### config.mk
export PLATFORM = sky130hd
export DESIGN_NAME = lzss_decoder_flat
export DESIGN_NICKNAME = d
export VERILOG_FILES = /design/src/rtl/lzss_decoder_if.sv /design/src/rtl/lzss_decoder.sv /design/src/flat_wrapper.sv
export SDC_FILE = /design/constraint.sdc
export NUM_CORES = 1
export LEC_CHECK = 0
export CAP_MARGIN = 40
export CORE_ASPECT_RATIO = 0.7
export CORE_MARGIN = 10
export CORE_UTILIZATION = 35
export CTS_CLUSTER_DIAMETER = 120
export DETAILED_ROUTE_END_ITERATION = 8
export SYNTH_ARGS = -nofsm -noshare
export SYNTH_HDL_FRONTEND = slang
export SYNTH_SLANG_ARGS = --single-unit
### constraint.sdc
create_clock -name clk -period 10.3 [get_ports clk]
set_clock_uncertainty 0.2 [all_clocks]
set_input_delay 2.06 -clock clk [delete_from_list [all_inputs] [get_ports clk]]
set_output_delay 2.06 -clock clk [all_outputs]
set_load 0.02 [all_outputs]
### src/rtl/lzss_decoder_if.sv
// lzss_decoder_if: codeword/result bundle for lzss_decoder.
//   master : codeword source / result sink (drives codeword, cw_valid, cw_done)
//   slave  : decoder side (drives busy, dout, dout_valid, dec_num, finish, err)
interface lzss_decoder_if;
  logic [10:0] codeword;
  logic        cw_valid;
  logic        cw_done;
  logic        busy;
  logic [31:0] dout;
  logic        dout_valid;
  logic [11:0] dec_num;
  logic        finish;
  logic        err;

  modport master (
    output codeword, cw_valid, cw_done,
    input  busy, dout, dout_valid, dec_num, finish, err
  );

  modport slave (
    input  codeword, cw_valid, cw_done,
    output busy, dout, dout_valid, dec_num, finish, err
  );
endinterface

### src/rtl/lzss_decoder.sv
// lzss_decoder: LZSS codeword decoder with a 128-byte sliding history.
// Codewords: literal {0, byte[7:0], 2'b00}, match {1, off[6:0], len[2:0]}
// (distance off+1, length len+2). Decoded bytes are packed MSB-first into
// 32-bit words; a trailing partial word is flushed zero-padded on cw_done.
// Ports:
//   clk   - rising-edge clock
//   reset - asynchronous active-high reset
//   bus   - lzss_decoder_if.slave: codeword/cw_valid/cw_done in,
//           busy/dout/dout_valid/dec_num/finish/err out
// Optional macro LZSS_DEC_CHECK_EN: tracks history fill; a match reaching
// beyond written history sets sticky err and copies zero bytes instead.
module lzss_decoder (
  input  logic          clk,
  input  logic          reset,
  lzss_decoder_if.slave bus
);
  typedef enum logic [1:0] {IDLE, COPY, FLUSH, DONE} state_t;

  state_t      state_q, state_d;
  logic        busy_q, busy_d;
  logic [6:0]  wptr_q, wptr_d;
  logic [6:0]  dist_q, dist_d;   // off+1, distance 128 wraps to 0 (same mod 128)
  logic [3:0]  cnt_q, cnt_d;
  logic [1:0]  pcnt_q, pcnt_d;
  logic [31:0] acc_q, acc_d;
  logic [31:0] dout_q, dout_d;
  logic        dv_q, dv_d;
  logic [11:0] num_q, num_d;
  logic        fin_q, fin_d;

  logic [7:0]  hist [128];
  logic        accept;
  logic        byte_en;
  logic [7:0]  byte_val;
  logic [6:0]  rd_idx;
  logic [1:0]  unused_pad;

`ifdef LZSS_DEC_CHECK_EN
  logic [7:0]  fill_q, fill_d;
  logic        zero_q, zero_d;
  logic        err_q, err_d;
`endif

  assign accept     = bus.cw_valid && !busy_q;
  assign rd_idx     = wptr_q - dist_q;
  assign unused_pad = bus.codeword[1:0];

  always_comb begin
    state_d  = state_q;
    dist_d   = dist_q;
    cnt_d    = cnt_q;
    wptr_d   = wptr_q;
    pcnt_d   = pcnt_q;
    acc_d    = acc_q;
    dout_d   = dout_q;
    num_d    = num_q;
    dv_d     = 1'b0;
    fin_d    = 1'b0;
    byte_en  = 1'b0;
    byte_val = '0;
`ifdef LZSS_DEC_CHECK_EN
    fill_d   = fill_q;
    zero_d   = zero_q;
    err_d    = err_q;
`endif

    case (state_q)
      IDLE: begin
        if (accept) begin
          if (!bus.codeword[10]) begin
            byte_en  = 1'b1;
            byte_val = bus.codeword[9:2];
          end else begin
            dist_d  = bus.codeword[9:3] + 7'd1;
            cnt_d   = {1'b0, bus.codeword[2:0]} + 4'd2;
            state_d = COPY;
`ifdef LZSS_DEC_CHECK_EN
            // off+1 > fill  <=>  off >= fill
            zero_d = ({1'b0, bus.codeword[9:3]} >= fill_q);
            if ({1'b0, bus.codeword[9:3]} >= fill_q) err_d = 1'b1;
`endif
          end
        end else if (bus.cw_done) begin
          state_d = FLUSH;
        end
      end
      COPY: begin
        byte_en  = 1'b1;
        byte_val = hist[rd_idx];
`ifdef LZSS_DEC_CHECK_EN
        if (zero_q) byte_val = '0;
`endif
        cnt_d = cnt_q - 4'd1;
        if (cnt_q == 4'd1) state_d = IDLE;
      end
      FLUSH: begin
        if (pcnt_q != 2'd0) begin
          dout_d = acc_q;
          dv_d   = 1'b1;
          num_d  = num_q + 12'd1;
          acc_d  = '0;
          pcnt_d = '0;
        end
        fin_d   = 1'b1;
        state_d = DONE;
      end
      default: ;
    endcase

    // Byte packing is shared by literal and copy paths; the accumulator is
    // cleared on each emit so a flushed partial word has zero low bytes.
    if (byte_en) begin
      wptr_d = wptr_q + 7'd1;
      pcnt_d = pcnt_q + 2'd1;
      case (pcnt_q)
        2'd0: acc_d[31:24] = byte_val;
        2'd1: acc_d[23:16] = byte_val;
        2'd2: acc_d[15:8]  = byte_val;
        default: begin
          dout_d = {acc_q[31:8], byte_val};
          dv_d   = 1'b1;
          num_d  = num_q + 12'd1;
          acc_d  = '0;
        end
      endcase
`ifdef LZSS_DEC_CHECK_EN
      if (fill_q != 8'd128) fill_d = fill_q + 8'd1;
`endif
    end

    busy_d = (state_d != IDLE);
  end

  always_ff @(posedge clk or posedge reset) begin
    if (reset) begin
      state_q <= IDLE;
      busy_q  <= 1'b0;
      dist_q  <= '0;
      cnt_q   <= '0;
      wptr_q  <= '0;
      pcnt_q  <= '0;
      acc_q   <= '0;
      dout_q  <= '0;
      dv_q    <= 1'b0;
      num_q   <= '0;
      fin_q   <= 1'b0;
    end else begin
      state_q <= state_d;
      busy_q  <= busy_d;
      dist_q  <= dist_d;
      cnt_q   <= cnt_d;
      wptr_q  <= wptr_d;
      pcnt_q  <= pcnt_d;
      acc_q   <= acc_d;
      dout_q  <= dout_d;
      dv_q    <= dv_d;
      num_q   <= num_d;
      fin_q   <= fin_d;
    end
  end

`ifdef LZSS_DEC_CHECK_EN
  always_ff @(posedge clk or posedge reset) begin
    if (reset) begin
      fill_q <= '0;
      zero_q <= 1'b0;
      err_q  <= 1'b0;
    end else begin
      fill_q <= fill_d;
      zero_q <= zero_d;
      err_q  <= err_d;
    end
  end
  assign bus.err = err_q;
`else
  assign bus.err = 1'b0;
`endif

  // History is deliberately not reset.
  always_ff @(posedge clk) begin
    if (byte_en) hist[wptr_q] <= byte_val;
  end

  assign bus.busy       = busy_q;
  assign bus.dout       = dout_q;
  assign bus.dout_valid = dv_q;
  assign bus.dec_num    = num_q;
  assign bus.finish     = fin_q;
endmodule

### src/flat_wrapper.sv
// flat-port wrapper written by rule: the top's interface ports become plain ports
module lzss_decoder_flat 
  (clk, reset, bus_codeword, bus_cw_valid, bus_cw_done, bus_busy, bus_dout, bus_dout_valid, bus_dec_num, bus_finish, bus_err);
  lzss_decoder_if bus_i ();
  input  logic clk;
  input  logic reset;
  input wire logic [$bits(bus_i.codeword)-1:0] bus_codeword;
  input wire logic [$bits(bus_i.cw_valid)-1:0] bus_cw_valid;
  input wire logic [$bits(bus_i.cw_done)-1:0] bus_cw_done;
  output wire logic [$bits(bus_i.busy)-1:0] bus_busy;
  output wire logic [$bits(bus_i.dout)-1:0] bus_dout;
  output wire logic [$bits(bus_i.dout_valid)-1:0] bus_dout_valid;
  output wire logic [$bits(bus_i.dec_num)-1:0] bus_dec_num;
  output wire logic [$bits(bus_i.finish)-1:0] bus_finish;
  output wire logic [$bits(bus_i.err)-1:0] bus_err;
  assign bus_i.codeword = bus_codeword;
  assign bus_i.cw_valid = bus_cw_valid;
  assign bus_i.cw_done = bus_cw_done;
  assign bus_busy = bus_i.busy;
  assign bus_dout = bus_i.dout;
  assign bus_dout_valid = bus_i.dout_valid;
  assign bus_dec_num = bus_i.dec_num;
  assign bus_finish = bus_i.finish;
  assign bus_err = bus_i.err;
  lzss_decoder u_core (.clk(clk), .reset(reset), .bus(bus_i));
endmodule
# After elaboration in Yosys (flattened, before gate mapping)
# Memory sizes are Yosys's and may differ from the RTL's.
# Cells that the tools add are included.
[word_totals] register_bits=101 mem_bits_rw=1024 inputBits=15 mem_count=1
[memory_table] memory="u_core.hist" words=128 width=8 read_ports=1 rd_ports_with_merged_regs=0 write_ports=1 line_no="lzss_decoder.sv:31" text="logic [7:0] hist [128];"
[classes] addsub=7 eq_ne=7 n_mux=39 reduce_logical=16
[op_table] op="32-bit 2-to-1 mux" count=7
[op_table] op="8-bit one-hot mux with 2 select lines" count=4
[op_table] op="12-bit 2-to-1 mux" count=4
[op_table] op="8-bit 2-to-1 mux" count=3
[op_table] op="7-bit by 1-bit adder with 7-bit output (second input constant)" count=2
[op_table] op="2-bit 2-to-1 mux" count=7
[op_table] op="12-bit by 1-bit adder with 12-bit output (second input constant)" count=1
[op_table] op="2-bit nonzero test" count=5
[op_table] op="1-bit 2-to-1 mux" count=9
[op_table] op="4-bit 2-to-1 mux" count=2
[op_table] op="4-bit one-hot mux with 2 select lines" count=1
[op_table] op="7-bit subtractor" count=1
[op_table] op="2-bit one-hot mux with 3 select lines" count=1
[op_table] op="3-bit AND reduction" count=2
[op_table] op="2-bit OR reduction" count=3
[op_table] op="3-bit by 2-bit adder with 4-bit output (second input constant)" count=1
[op_table] op="2-bit by 1-bit equality test with 1-bit output (second input constant)" count=2
[op_table] op="2-bit equality test (second input constant)" count=2
[op_table] op="4-bit by 1-bit equality test with 1-bit output (second input constant)" count=1
[op_table] op="2-bit logical NOT" count=2
[op_table] op="4-bit by 1-bit subtractor with 4-bit output (second input constant)" count=1
[op_table] op="3-bit OR reduction" count=1
[op_table] op="2-bit by 1-bit adder with 2-bit output (second input constant)" count=1
[op_table] op="2-bit by 1-bit inequality test with 1-bit output (second input constant)" count=1
[op_table] op="5 further kinds" count=5

# Depth between registers and ports, before layout
[logic_depth] word_depth=6 depth_mapped=15

# Worst setup path after synthesis
# OpenSTA, ideal clock, no wires.
[synth_path] path_kind="input to register" from="input bus_codeword[10]" to="memory u_core.hist[0][5], data pin" setup_time_ns=1.197 arrival_ns=8.299 path_slack_ns=0.604 cell_stages=5 n_path_buf=1 path_cell_list="or3b_2 -> nor2_1 -> clkbuf_1 -> nand2_1 -> o21ai_0"
[synth_between] elab_chain_len=3
[synth_rtl] item="from (decl)" line_no="flat_wrapper.sv:7" text="input wire logic [$bits(bus_i.codeword)-1:0] bus_codeword;"
[synth_rtl] item="8-bit 2-to-1 mux" line_no="lzss_decoder.sv:70" text="if (!bus.codeword[10]) begin"
[synth_rtl] item="8-bit 2-to-1 mux" line_no="lzss_decoder.sv:69" text="if (accept) begin"
[synth_rtl] item="8-bit one-hot mux with 2 select lines" line_no="lzss_decoder.sv:67" text="case (state_q)"
[synth_rtl] item="via u_core.byte_val[5]" line_no="lzss_decoder.sv:34" text="logic [7:0] byte_val;"
[synth_rtl] item="to (decl)" line_no="lzss_decoder.sv:31"
# The timed path passes the listed nets, and every way through them passes these cells.

# Worst setup path after layout
[layout_path] from="register u_core.wptr_q[0]" to="memory u_core.hist[57][6], data pin"
[layout_between] elab_chain_len=3
[layout_rtl] item="from (decl)" line_no="lzss_decoder.sv:21" text="logic [6:0] wptr_q, wptr_d;"
[layout_rtl] item="from (signal assigned)" line_no="lzss_decoder.sv:152" text="wptr_q <= wptr_d;"
[layout_rtl] item="7-bit subtractor" line_no="lzss_decoder.sv:45" text="assign rd_idx = wptr_q - dist_q;"
[layout_rtl] item="memory 128 x 8 bit"
[layout_rtl] item="8-bit one-hot mux with 2 select lines" line_no="lzss_decoder.sv:67"
[layout_rtl] item="via u_core.byte_val[6]" line_no="lzss_decoder.sv:34"
# The timed path passes the listed nets, and every way through them passes these cells.

==> flow_summary.json <==
{
  "drt_pass1_iterations": 5,
  "crit_fanout": 89,
  "yosys.area.top_type": "edfxtp_1",
  "grt_pass1_wl_um": 173000,
  "cts_buffers": 98,
  "vias": 23800,
  "clock_latency_ns": 0.71,
  "viasPerCell": 5.58,
  "seq_area_frac_synth_pct": 74.1,
  "ys.flop_type": "edfxtp_1",
  "hold_buffers": 0,
  "drive_gt1_share_pct": 22.2,
  "initial_utilization_pct": 35.4,
  "setup_viol": 0,
  "core-area_mm2": 0.127,
  "critical_path_class": "reg2reg",
  "power.density_mw_per_mm2": 313,
  "cts_tree": "yes",
  "vdd_ir_drop_max_uv": 293,
  "start_kind": "flop",
  "synth_top_area_share_pct": 68.5,
  "io_buffers": 61,
  "postRouteAntennaNets": 0,
  "cpMostUsedCell": "buf_4",
  "holdCritPathClass": "reg2reg",
  "syn_avg_cell_area_um2": 19.0,
  "final_hold_viol_count": 0,
  "final_area_mm2": 0.0517,
  "syn_inst": 2369,
  "max-slew-margin-rel_pct": 35.3,
  "p_leak_nw": 17.1,
  "synth.distinct_cells": 53,
  "wl_per_cell_um": 27.8,
  "rsz0062_at_grt": "false",
  "grt_max_degree": 99,
  "max_slew.worst_pin.slew_ns": 0.971,
  "clk_pin_slew_ns": 0.07,
  "dieHeight_um": 320,
  "status": "finished, final reports clean",
  "root_buffer": "clkbuf_16",
  "synthToLayoutAreaGrowth_pct": 15.1,
  "place_area_mm2": 0.0483,
  "crit_required_ns": 10.46,
  "htreeDepth": 3,
  "final_cell_mix": "edfxtp_1, mux4_2, nand2_1",
  "dieArea_mm2": 0.143,
  "period_minus_slack_ns": 6.26,
  "cts_resized": 0,
  "cp_slowest_cell": "buf_4",
  "cts_setup_buffers": 0,
  "final_cells": 4265,
  "die_x_um": 448,
  "place_inst": 4077,
  "gp_congestion": 0.856,
  "muxShareOfSynthArea_pct": 15.4,
  "drv_cap": 0,
  "synth-simple-area-share_pct": 4.80,
  "worstPathArrival_ns": 6.42,
  "drt-total-wl_um": 119000,
  "end_kind": "flop",
  "drc": 0,
  "critical-path-max-stage-delay_ns": 0.77,
  "ys_warn_count": 0,
  "synth_nets": 2402,
  "cp_cell_sequence": "inv_1 -> ha_4 -> fa_4 -> nand2b_1 -> a21oi_1 -> xnor2_2 -> buf_4 -> mux4_2 -> mux2i_1 -> nor2b_1 -> nor2_1 -> a21oi_4 -> buf_4 -> buf_4",
  "track_usage_pct": 16.3,
  "synth_top_family_by_area": "multiplexers",
  "place_ws_ns": 4.20,
  "fin_ws_ns": 4.04,
  "syn-cell-area_mm2": 0.0449,
  "fmax_ghz": 0.160,
  "drt_first_iter_violations": 3122,
  "dp_hpwl_um": 77200,
  "final_common_cell": "edfxtp_1",
  "synth_area_leaders": "edfxtp_1, mux4_2, dfrtp_1",
  "slew_violations": 0,
  "io_pins": 63,
  "grt_overflow": 0,
  "synth_edf_count": 1024,
  "synth-compound-area-share_pct": 3.09,
  "ys_ff_latch": 1125,
  "cts.sinks": 1125,
  "num_rows": 109,
  "ys_async_sr_fraction_pct": 8.98,
  "antenna_found_initial": 3,
  "nNetsFinal": 2549,
  "setup_tns_ns": 0,
  "finalCritPeriodShare_pct": 60.8,
  "cts_buffer_depth": 3,
  "grt_pass1_vias": 23800,
  "synth_fa_ha_area_share_pct": 0.518,
  "synth-xor-area-share_pct": 0.560
}
## area by class of cell
cell class | instances | area (um2)
inverters | 21 | 81.3
diodes | 1 | 2.50
flip-flops and latches | 1125 | 33300
repair buffers | 185 | 1800
multi-input cells | 1085 | 11100
fillers | 11100 | 75100
clock buffers | 116 | 2590
clock inverters | 67 | 764
well taps | 1665 | 2080
## cells by family (layout without fill, tap and decap cells)
family          count (synthesis)  after routing
buf+inv                       159            389
other cells                     1              2
simple gates                  480            480
xor+xnor                       27             27
flops                        1125           1125
fa+ha+maj                      18             18
compound gates                209            209
mux                           350            350
## synthesized netlist by cell type, types with 2 or more instances
library cell,instances
buf_2,40
clkbuf_1,84
o211ai_1,2
nand3_1,43
and3_1,35
a21oi_1,47
nand2b_1,7
nor3_1,23
xnor2_1,18
mux4_2,272
nor4_1,4
or3_1,10
o21ai_0,33
o21ai_1,15
o31ai_1,15
nand4_1,14
and2_1,17
buf_1,4
a2111oi_0,14
nor2b_1,9
mux2i_1,77
ha_1,17
a31o_2,2
a32oi_1,27
edfxtp_1,1024
o21a_1,3
buf_4,8
nor3b_1,3
dfrtp_1,101
nor2_1,152
a31oi_1,7
inv_1,21
nand2_1,157
xor2_1,7
buf_6,2
or2_2,3
a211oi_1,36
## metrics by stage
step           total power, mW  hold WS (ns)  utilization (%)
2_1_floorplan             9.88         0.244                -
3_3_place_gp              12.1         0.258             37.5
3_5_place_dp              12.3         0.263             38.1
4_1_cts                   16.2         0.274             40.7
5_1_grt                   16.8         0.278             40.8
6_report                  16.2         0.269             40.8
## sequential cells by signal (all words and copies together) (netlist names), 2 cells and up
name	flops
u_core.wptr_q	7
u_core.cnt_q	4
u_core.pcnt_q	2
u_core.bus.dout	32
u_core.bus.dec_num	12
u_core.state_q	2
u_core.acc_q	32
u_core.hist	1024
u_core.dist_q	7
## final timing paths
path | start | endpoint | slack (ns) | cells past startpoint
worst max-delay path | u_core.wptr_q[0] | u_core.hist[57][6] | 4.04 | 14
worst min-delay path | u_core.bus.dout[14] | u_core.bus.dout[14] | 0.27 | 2
worst max register to register | u_core.wptr_q[0] | u_core.hist[57][6] | 4.04 | 14
worst min register to register | u_core.bus.dout[14] | u_core.bus.dout[14] | 0.27 | 2
max in group asynchronous | reset | u_core.bus.dout[24] | 7.05 | 3
min in group asynchronous | reset | u_core.bus.dec_num[6] | 1.61 | 2
## critical path, delay by kind of cell, from the launching register on
family	cells	cell delay [ns]
fa+ha+maj	2	0.72
simple gates	3	0.90
compound gates	2	0.60
mux	2	0.60
xor+xnor	1	0.17
flops	1	0.51
buf+inv	4	2.00
## power breakdown
part           leakage (nW)  internal, mW  total [mW]  switching (mW)
combinational          4.71          2.21        6.36            4.15
clock                  1.63          2.19        3.88            1.69
sequential             10.8          5.78        5.93           0.146
total                  17.1          10.2        16.2            5.99
## layer usage
metal	global-route usage, %	part of all wire, %
met3	4.88	10
met5	0	0
met4	3.40	2.2
met2	23.0	43
met1	24.6	45
Power figures use the tool's default switching activity.
